[src/rtl/la_readout.sv]
// Readout sequencer for the logic-analyzer capture RAM.
// Walks addresses 0..count-1 and streams each word over valid/ready.
module la_readout #(
  parameter int ADDR_W = 5,
  parameter int DATA_W = 32,
  parameter int DEPTH  = 32
) (
  input  logic              CLK,
  input  logic              RESET,
  input  logic              START,
  input  logic              ABORT,
  input  logic [7:0]        COUNT,
  output logic [ADDR_W-1:0] RAM_ADDR,
  input  logic [DATA_W-1:0] RAM_DOUT,
  output logic [DATA_W-1:0] DATA_OUT,
  output logic              VALID,
  input  logic              READY,
  output logic              BUSY,
  output logic              DONE,
  output logic [ADDR_W-1:0] INDEX
);

  localparam int CNT_W = ADDR_W + 1;
  localparam logic [7:0] DEPTH_C = 8'(DEPTH);

  typedef enum logic [1:0] {
    IDLE  = 2'd0,
    FETCH = 2'd1,
    SEND  = 2'd2,
    FIN   = 2'd3
  } state_e;

  state_e             state_q, state_d;
  logic [ADDR_W-1:0]  addr_q, addr_d;
  logic [DATA_W-1:0]  data_q, data_d;
  logic [ADDR_W-1:0]  idx_q, idx_d;
  logic               valid_q, valid_d;
  logic [CNT_W-1:0]   cnt_q, cnt_d;
  logic [CNT_W-1:0]   cnt_in;
  logic               last;

  // one extra count bit so a full-depth run does not wrap to zero
  assign cnt_in = (COUNT > DEPTH_C) ? CNT_W'(DEPTH_C)
                                    : CNT_W'(COUNT);
  assign last = (CNT_W'(addr_q) + CNT_W'(1)) == cnt_q;

  always_comb begin
    state_d = state_q;
    addr_d  = addr_q;
    data_d  = data_q;
    idx_d   = idx_q;
    valid_d = valid_q;
    cnt_d   = cnt_q;
    unique case (state_q)
      IDLE: begin
        if (START) begin
          cnt_d   = cnt_in;
          valid_d = 1'b0;
          if (cnt_in != '0) begin
            addr_d  = '0;
            state_d = FETCH;
          end else begin
            state_d = FIN;
          end
        end
      end
      FETCH: begin
        data_d  = RAM_DOUT;
        idx_d   = addr_q;
        valid_d = 1'b1;
        state_d = SEND;
      end
      SEND: begin
        if (READY) begin
          valid_d = 1'b0;
          if (last) begin
            state_d = FIN;
          end else begin
            addr_d  = addr_q + 1'b1;
            state_d = FETCH;
          end
        end
      end
      FIN: begin
        state_d = IDLE;
      end
      default: begin
        state_d = IDLE;
      end
    endcase
    if (ABORT && state_q != IDLE) begin
      state_d = IDLE;
      valid_d = 1'b0;
      addr_d  = addr_q;
      data_d  = data_q;
      idx_d   = idx_q;
    end
  end

  always_ff @(posedge CLK) begin
    if (RESET) begin
      state_q <= IDLE;
      addr_q  <= '0;
      data_q  <= '0;
      idx_q   <= '0;
      valid_q <= 1'b0;
      cnt_q   <= '0;
    end else begin
      state_q <= state_d;
      addr_q  <= addr_d;
      data_q  <= data_d;
      idx_q   <= idx_d;
      valid_q <= valid_d;
      cnt_q   <= cnt_d;
    end
  end

  assign RAM_ADDR = addr_q;
  assign DATA_OUT = data_q;
  assign INDEX    = idx_q;
  assign VALID    = valid_q;
  assign BUSY     = state_q != IDLE;
  assign DONE     = state_q == FIN;

endmodule

[config.mk]
export PLATFORM = sky130hd
export DESIGN_NAME = la_readout
export DESIGN_NICKNAME = d
export VERILOG_FILES = /design/src/rtl/la_readout.sv
export SDC_FILE = /design/constraint.sdc
export NUM_CORES = 1
export LEC_CHECK = 0
export CORE_AREA = 2 2 81 83
export DETAILED_ROUTE_END_ITERATION = 8
export DIE_AREA = 0 0 83 85
export PLACE_DENSITY_LB_ADDON = 0.25
export SYNTH_ARGS = -nofsm -noshare
export SYNTH_HDL_FRONTEND = slang
export SYNTH_SLANG_ARGS = --single-unit
[constraint.sdc]
create_clock -name CLK -period 2.3 [get_ports CLK]
set_clock_uncertainty 0.2 [all_clocks]
set_input_delay 0.46 -clock CLK [delete_from_list [all_inputs] [get_ports CLK]]
set_output_delay 0.46 -clock CLK [all_outputs]
set_load 0.05 [all_outputs]
* After elaboration in Yosys (flattened, before gate mapping)
Index checks and enable logic that the tools add are counted.
** Operators by class
- Add/subtract/negate cells :: 2
- Eq/ne operators :: 8
- $lt $le $gt $ge :: 1
- Mux-type cells :: 14
- Reductions and logical operators :: 12
- Bitwise logic cells :: 1
** Operator list (count)
- $mux W5 :: 4
- $pmux W5 S2 :: 1
- $gt A8 B6 Y1 const B :: 1
- $mux W2 :: 4
- $ne A2 B2 Y1 const B :: 4
- $pmux W2 S4 :: 1
- $add A5 B1 Y6 const B :: 1
- $eq A6 B6 Y1 :: 1
- $mux W6 :: 1
- $reduce_and A2 Y1 :: 3
- $reduce_and A6 Y1 :: 1
- $reduce_bool A6 Y1 :: 1
- $add A5 B1 Y5 const B :: 1
- $eq A2 B2 Y1 const B :: 2
- $reduce_bool A2 Y1 :: 2
- $pmux W1 S3 :: 1
- $reduce_and A3 Y1 :: 1
- $reduce_bool A3 Y1 :: 1
- $eq A2 B1 Y1 const B :: 1
- $logic_not A2 Y1 :: 1
- $mux W1 :: 2
- $reduce_or A2 Y1 :: 1
- $logic_and A1 B1 Y1 :: 1
- $not A1 Y1 :: 1
** Word-level totals
- Output and inout bits :: 45
- Bits in registers :: 51
- Bits of input ports :: 45

* Longest topological paths before layout
Gate-level depths: netlist (run 1).
- Depth in word-level cells :: 6
- Depth in mapped cells :: 6
- Mapped depth without buffers :: 6

* Worst setup path before layout (run 1)
Ideal clock, no wire load.
- Path kind :: register to register
- From :: register addr_q[0] (netlist: RAM_ADDR[0])
- To :: register addr_q[0] (netlist: RAM_ADDR[0])
- Stages on the path, launching flop included :: 7
- Arrival time :: 1890 ps
- Path buffers :: 0
- Setup slack :: 138 ps
- Required time :: 2028 ps
- Clock period less this slack :: 2162 ps
- Path through :: dfxtp_1 > ha_1 > nand3_1 > xnor2_1 > nor2_2 > a31oi_4 > mux2i_1
** Between the ends
- Longest elaborated chain between the ends :: 4
** RTL lines
- start, declared :: RTL line 34 : logic [ADDR_W-1:0] addr_q, addr_d;
- start signal, assigned :: RTL line 110 : addr_q <= addr_d;
- $add A5 B1 Y6 / $add A5 B1 Y5 (equally long branches) :: RTL line 45, 79
- $eq A6 B6 Y1 / $mux W5 (equally long branches) :: RTL line 45, 76
- $ne A2 B2 Y1 (no source line) / $mux W5 (equally long branches)
- $reduce_and A6 Y1 (no source line) / $pmux W5 S2 (equally long branches)
Parallel ways exist; a longest one is shown, timed or not. The select of a mux whose other input is x is not followed.
A chain may end at the register's enable or synchronous reset.

* Worst setup path after layout (run 1)
- From :: register addr_q[1] (netlist: RAM_ADDR[1])
- To :: output RAM_ADDR[1]
** RTL lines
- end, declared :: RTL line 13 : output logic [ADDR_W-1:0] RAM_ADDR,
No word-level cell between the ends.

==> metrics, run 1 <==
status=finished clean; Avg Vias per Cell=4.63; max_cap viols=0; TritonCTS Sinks=51; Mapped Area=2120 um^2; Leak=1.12 nW; CP peak stage delay=840 ps; clock slew at reported path FFs=90 ps; adder and majority gate portion of the synthesized area=0.00589; Seq/Total Area, Yosys=0.481; Synth warnings=0; initial core utilization=0.342; worst-case clock buffer depth=2; final hold viol count=0; maximum vdd drop=0.000296 V; Num CTS Buffers=5; ranking of synthesized cells by area=dfxtp_1, nand2_1, a21oi_1; CP required=1640 ps; Core Rows=29; Clock Root Buffer=clkbuf_8; fraction of the mapped netlist area in compound gates=0.150; vias in the first global route=1,788; I/O Pins=90; Rel. slew slack=0.651; Final Max Slew Viols=0; setup repair bufs after CTS=0; clock tree from TritonCTS=built; Synthesized Nets=298; top-count cell post-synth=nand2_1; Post-DP HPWL=3750 um; area grow syn2layout=49.9%; Synth Area in XOR/XNOR=0.0454; placed cells=412; GPL Wtd Cong=0.813; Critical Path Sink Type=output port; post-synthesis mux area share=0.0236; Vias=1,940; Core Box Area=6200 um^2; Die Height=85 um; Slew @ Worst Pin=522 ps; post-synth top area share=0.481; Crit path max-delay family=buffers and inverters; # DRC=0; footprint of the multi-input gates=1020 um^2; grt total ovfl=0; Routed wire per std cell=12.1 um; ys flop type=dfxtp_1; CP Class=flip-flop to output port; Die ar.=7060 um^2; register area=1020 um^2; FMAX=451 MHz; diodes inserted=0; pwr/cell area=573 nW/um^2; area leader, netlist=dfxtp_1; R2R Path Start=RAM_ADDR[1]$_SDFFE_PP0P_; fillers=608; Tot Pwr=1.82 mW; first-pass GRT wire length=8320 um; crit path DAT=1560 ps; Async S/R FF share, synth=0; Syn Inst Count=252; r2r endpoint=RAM_ADDR[4]$_SDFFE_PP0P_; clock insertion delay at the later pin of the skew report=290 ps; I/O Buffers=89; FF-to-FF path depth=6; crit-path max FO=6; hold_buf cts=0; commonest cells in the netlist=nand2_1, dfxtp_1, a21oi_1; DRT Pass-1 Iters=4; CP Cell Sequence=clkdlybuf4s50_1; H-Tree Depth=2; DRT antenna net count=0; worst hold path class=flip-flop to flip-flop; slowest stage cell on the critical path=clkdlybuf4s50_1; Post-CTS Resized=0; syn avg cell area=8.43 um^2; Worst R2R Setup Slack=400 ps; nets@finish=388; maximum number of pins on one net before global-route repair=33; post-layout minimum cycle time=2220 ps; WHS Path Cells=2; starting DRC count in detailed routing=56; Worst Hold Path EP=DATA_OUT[12]$_SDFFE_PP0P_; startpoint type of the worst setup path=flip-flop; main combinational cell family by area after synthesis=simple AND/OR/NAND/NOR gates; setup tns final=0 ps; non-filler cells in the finished layout=419; number of synthesized flops with an enable pin=0; crit path buf inv count=1; initial antenna violation count=0; Total Wirelength=5050 um; die width=83 um; simple logic cell fraction of the synthesized area=0.254; final setup vio count=0; Tcrit/Tclk final=0.964; share of layout cells above drive strength 1=0.0877; HP Start=DATA_OUT[12]$_SDFFE_PP0P_; count of cell types in the netlist=37; RSZ-0062 raised after global routing=false; register bit total from synthesis=51; global-route usage over all layers=0.142
-- where the power goes --
| part | internal [mW] | total (mW) | switching (mW) |
|---|---|---|---|
| Combinational | 0.140 | 0.307 | 0.167 |
| Clock | 0.319 | 0.596 | 0.277 |
| Sequential | 0.906 | 0.921 | 0.0149 |
-- state kept, by name, summed over array words and instances (netlist names) --
signal and cells:
DATA_OUT 32, cnt_q 6, INDEX 5, RAM_ADDR 5
state_q 2, VALID 1
-- kinds of logic (layout without fill, tap and decap cells) --
logic type	after synthesis	count (layout)
AO/OA/AOI/OAI	51	51
XOR/XNOR	11	11
adder cells (fa/ha/maj)	1	1
buffers and inverters	16	106
flip-flops	51	51
multiplexers	5	5
AND/OR/NAND/NOR	117	117
-- placed cells by master (no fill, tap or decap), types with 2 or more instances in the layout --
cell	instances
clkdlybuf4s50_1	82
a22oi_1	5
nor3_1	4
dfxtp_1	51
xor2_1	4
clkbuf_8	5
buf_4	12
nor2b_1	2
inv_1	2
nor2_4	2
a21oi_1	39
nand2b_1	6
a31oi_1	2
and3_1	2
nand2_1	79
nor2_1	8
mux2i_1	5
xnor2_1	7
nand3_1	3
-- worst max path at each step --
stage                             start                  endpoint  slack (ps)  cells after the start
6_report       RAM_ADDR[1]$_SDFFE_PP0P_               RAM_ADDR[1]          80                      1
5_1_grt        RAM_ADDR[1]$_SDFFE_PP0P_               RAM_ADDR[1]          20                      1
4_1_cts        RAM_ADDR[1]$_SDFFE_PP0P_               RAM_ADDR[1]          70                      1
3_5_place_dp                   COUNT[3]     cnt_q[1]$_SDFFE_PP0P_         120                      6
3_3_place_gp                   COUNT[2]     cnt_q[2]$_SDFFE_PP0P_         140                      6
2_1_floorplan  RAM_ADDR[0]$_SDFFE_PP0P_  RAM_ADDR[0]$_SDFFE_PP0P_         140                      6
-- metal layers --
metal | GRT usage | part of all wire | wire length (um)
met3 | 0.0389 | 0.046 | 231
met5 | 0 | 0 | 0
met1 | 0.166 | 0.44 | 2230
met4 | 0.0402 | 0.0075 | 38
met2 | 0.257 | 0.51 | 2550
-- stage by stage --
stage          area (um^2)   util  setup slack (ps)  hold slack, ps
6_report              3180  0.513              83.8             256
5_1_grt               3180  0.513              17.0             278
4_1_cts               3180  0.513              68.9             259
3_5_place_dp          3080  0.496               116             246
3_3_place_gp          3080  0.496               141             241
2_1_floorplan         2120      -               138             298
-- area by class of cell --
type	instances	area share
clock buffer	6	0.0228
clock inverter	1	0.00943
inverter	3	0.00354
multi-input combinational	185	0.319
sequential	51	0.321
tap	77	0.0303
timing repair buffer	96	0.294
Note: power is estimated with default switching activity, not from simulation.
==> run 2: changes to the inputs <==
--- a/config.mk
+++ b/config.mk
@@ -9,6 +9,7 @@
 export DETAILED_ROUTE_END_ITERATION = 8
 export DIE_AREA = 0 0 83 85
 export PLACE_DENSITY_LB_ADDON = 0.25
+export SLEW_MARGIN = 40
 export SYNTH_ARGS = -nofsm -noshare
 export SYNTH_HDL_FRONTEND = slang
 export SYNTH_SLANG_ARGS = --single-unit
==> results of run 2 <==
No change in the layout: final DEF, timing and power equal those of run 1.
==> run 3: changes to the inputs <==
--- a/config.mk
+++ b/config.mk
@@ -8,6 +8,7 @@
 export CORE_AREA = 2 2 81 83
 export DETAILED_ROUTE_END_ITERATION = 8
 export DIE_AREA = 0 0 83 85
+export DONT_BUFFER_PORTS = 1
 export PLACE_DENSITY_LB_ADDON = 0.25
 export SLEW_MARGIN = 40
 export SYNTH_ARGS = -nofsm -noshare
==> run 3 against run 2 <==
Effect of this change: first-iteration DRC count fell by 8.9%; wire length shrank 1.4%; via count down 14%; sequential share of layout area grew 12 points; final cell count decreased by 20%; final area decreased by 27%; setup slack better by 220 ps; clock-buffer cell count did not move; largest cell class unchanged.
==> metrics, run 3 (synthesis gave the netlist of run 1 again) <==
share of layout cells above drive strength 1=0.0934; clock tree from TritonCTS=built; final hold viol count=0; CP peak stage delay=520 ps; Routed wire per std cell=14.9 um; status=finished clean; met2 wire len=2360 um; RSZ-0062 raised after global routing=false; global-route usage over all layers=0.130; I/O Buffers=0; Post-CTS Resized=0; DRT Pass-1 Iters=4; starting DRC count in detailed routing=51; Die ar.=7060 um^2; DR top layer=met4; CP Class=flip-flop to output port; most frequent cells in the layout=nand2_1, dfxtp_1, a21oi_1; setup tns final=0 ps; switching power=0.450 mW; crit path buf inv count=0; Leak=0.787 nW; Cell Int Power=1.16 mW; maximum vdd drop=0.000359 V; Slew @ Worst Pin=537 ps; commonest non-fill, non-tap cell in the layout=nand2_1; max FFs per register=32; clock slew at reported path FFs=90 ps; Worst Hold Path EP=INDEX[1]$_SDFFE_PP0P_; Core Box Area=6200 um^2; Post-DP HPWL=3360 um; footprint of the multi-input gates=1020 um^2; hold_buf cts=0; Seq pwr share=0.614; Core Rows=29; GPL Wtd Cong=0.786; CP Cell Sequence=and2_1; Comb power frac=0.069; pwr/cell area=694 nW/um^2; clock insertion delay at the later pin of the skew report=300 ps; post-layout minimum cycle time=2000 ps; clock share of power=0.317; DRT antenna net count=0; Core Util, Final=0.375; diodes inserted=0; slowest stage cell on the critical path=dfxtp_1; crit path DAT=1340 ps; startpoint type of the worst setup path=flip-flop; Final Max Slew Viols=0; WHS Path Cells=1; setup repair bufs after CTS=0; Num CTS Buffers=5; Total Wirelength=4980 um; Tot Pwr=1.61 mW; Tcrit/Tclk final=0.869; Crit path max-delay family=flip-flops; Worst R2R Setup Slack=410 ps; max_cap viols=0; Die Height=85 um; I/O Pins=90; TritonCTS Sinks=51; fillers=657; worst hold path class=input port to flip-flop; r2r endpoint=RAM_ADDR[2]$_SDFFE_PP0P_; die width=83 um; area grow syn2layout=9.49%; register area=1020 um^2; Sw Share=0.279; maximum number of pins on one net before global-route repair=55; # DRC=0; first-pass GRT wire length=7480 um; Critical Path Sink Type=output port; initial antenna violation count=0; grt total ovfl=0; CP required=1640 ps; final setup vio count=0; Vias=1,662; Clock Root Buffer=clkbuf_8; R2R Path Start=RAM_ADDR[0]$_SDFFE_PP0P_; worst setup margin=300 ps; HP Start=RESET; initial core utilization=0.342; Avg Vias per Cell=4.98; worst-case clock buffer depth=2; vias in the first global route=1,516; H-Tree Depth=2; Rel. slew slack=0.642; setup slack at placement=412 ps; nets@finish=302; crit-path max FO=7; FMAX=500 MHz; metal3 WL=303 um; Metal-1 WL=2260 um; FF-to-FF path depth=5
-- run 3: cell types whose count changed in the layout (fill, tap and decap cells not counted) --
cell / change
buf_2: -1
buf_4: -6
bufinv_16: -1
clkdlybuf4s50_1: -82
clkinv_2: +1
clkinvlp_4: +1
dlygate4sd3_1: +3
-- run 3: per-stage QoR --
step / instance area [um^2] / std cells / hold WS [ps]
2_1_floorplan: 2120 / 252 / 298
3_3_place_gp: 2210 / 323 / 319
3_5_place_dp: 2210 / 323 / 327
4_1_cts: 2290 / 331 / 6.92
5_1_grt: 2320 / 334 / 9.25
6_report: 2320 / 334 / 23.7
-- run 3: worst max path at each step --
| stage | end | cells past startpoint | slack (ps) | from |
|---|---|---|---|---|
| final | DONE | 1 | 300 | state_q[1]$_SDFFE_PP0P_ |
| after global routing | DONE | 1 | 250 | state_q[1]$_SDFFE_PP0P_ |
| after CTS | DONE | 1 | 280 | state_q[1]$_SDFFE_PP0P_ |
| after detailed placement | RAM_ADDR[1]$_SDFFE_PP0P_ | 5 | 410 | RAM_ADDR[0]$_SDFFE_PP0P_ |
| after global placement | RAM_ADDR[0]$_SDFFE_PP0P_ | 6 | 450 | RAM_ADDR[0]$_SDFFE_PP0P_ |
| after floorplan | RAM_ADDR[0]$_SDFFE_PP0P_ | 6 | 140 | RAM_ADDR[0]$_SDFFE_PP0P_ |
-- run 3: routing by layer --
metal  up-vias  global-route usage
met3         5              0.0399
li1        843                   -
met5         -                   0
met4         0              0.0447
met1       754               0.163
met2        60               0.214
-- run 3: final cells by class --
cell class,count,area share
clock buffers,6,0.0312
clock inverters,2,0.00538
inverters,3,0.00484
multi-input cells,185,0.437
flip-flops and latches,51,0.439
well taps,77,0.0414
repair buffers,10,0.0409
-- run 3: power by group through the flow --
stage               registers [mW]  logic [mW]  clock network [mW]
global placement              1.01       0.103                   0
CTS                          0.992       0.105               0.535
finish                       0.991       0.111               0.511
floorplan                     1.01       0.101                   0
global route                 0.994       0.124               0.569
detailed placement            1.01       0.105                   0
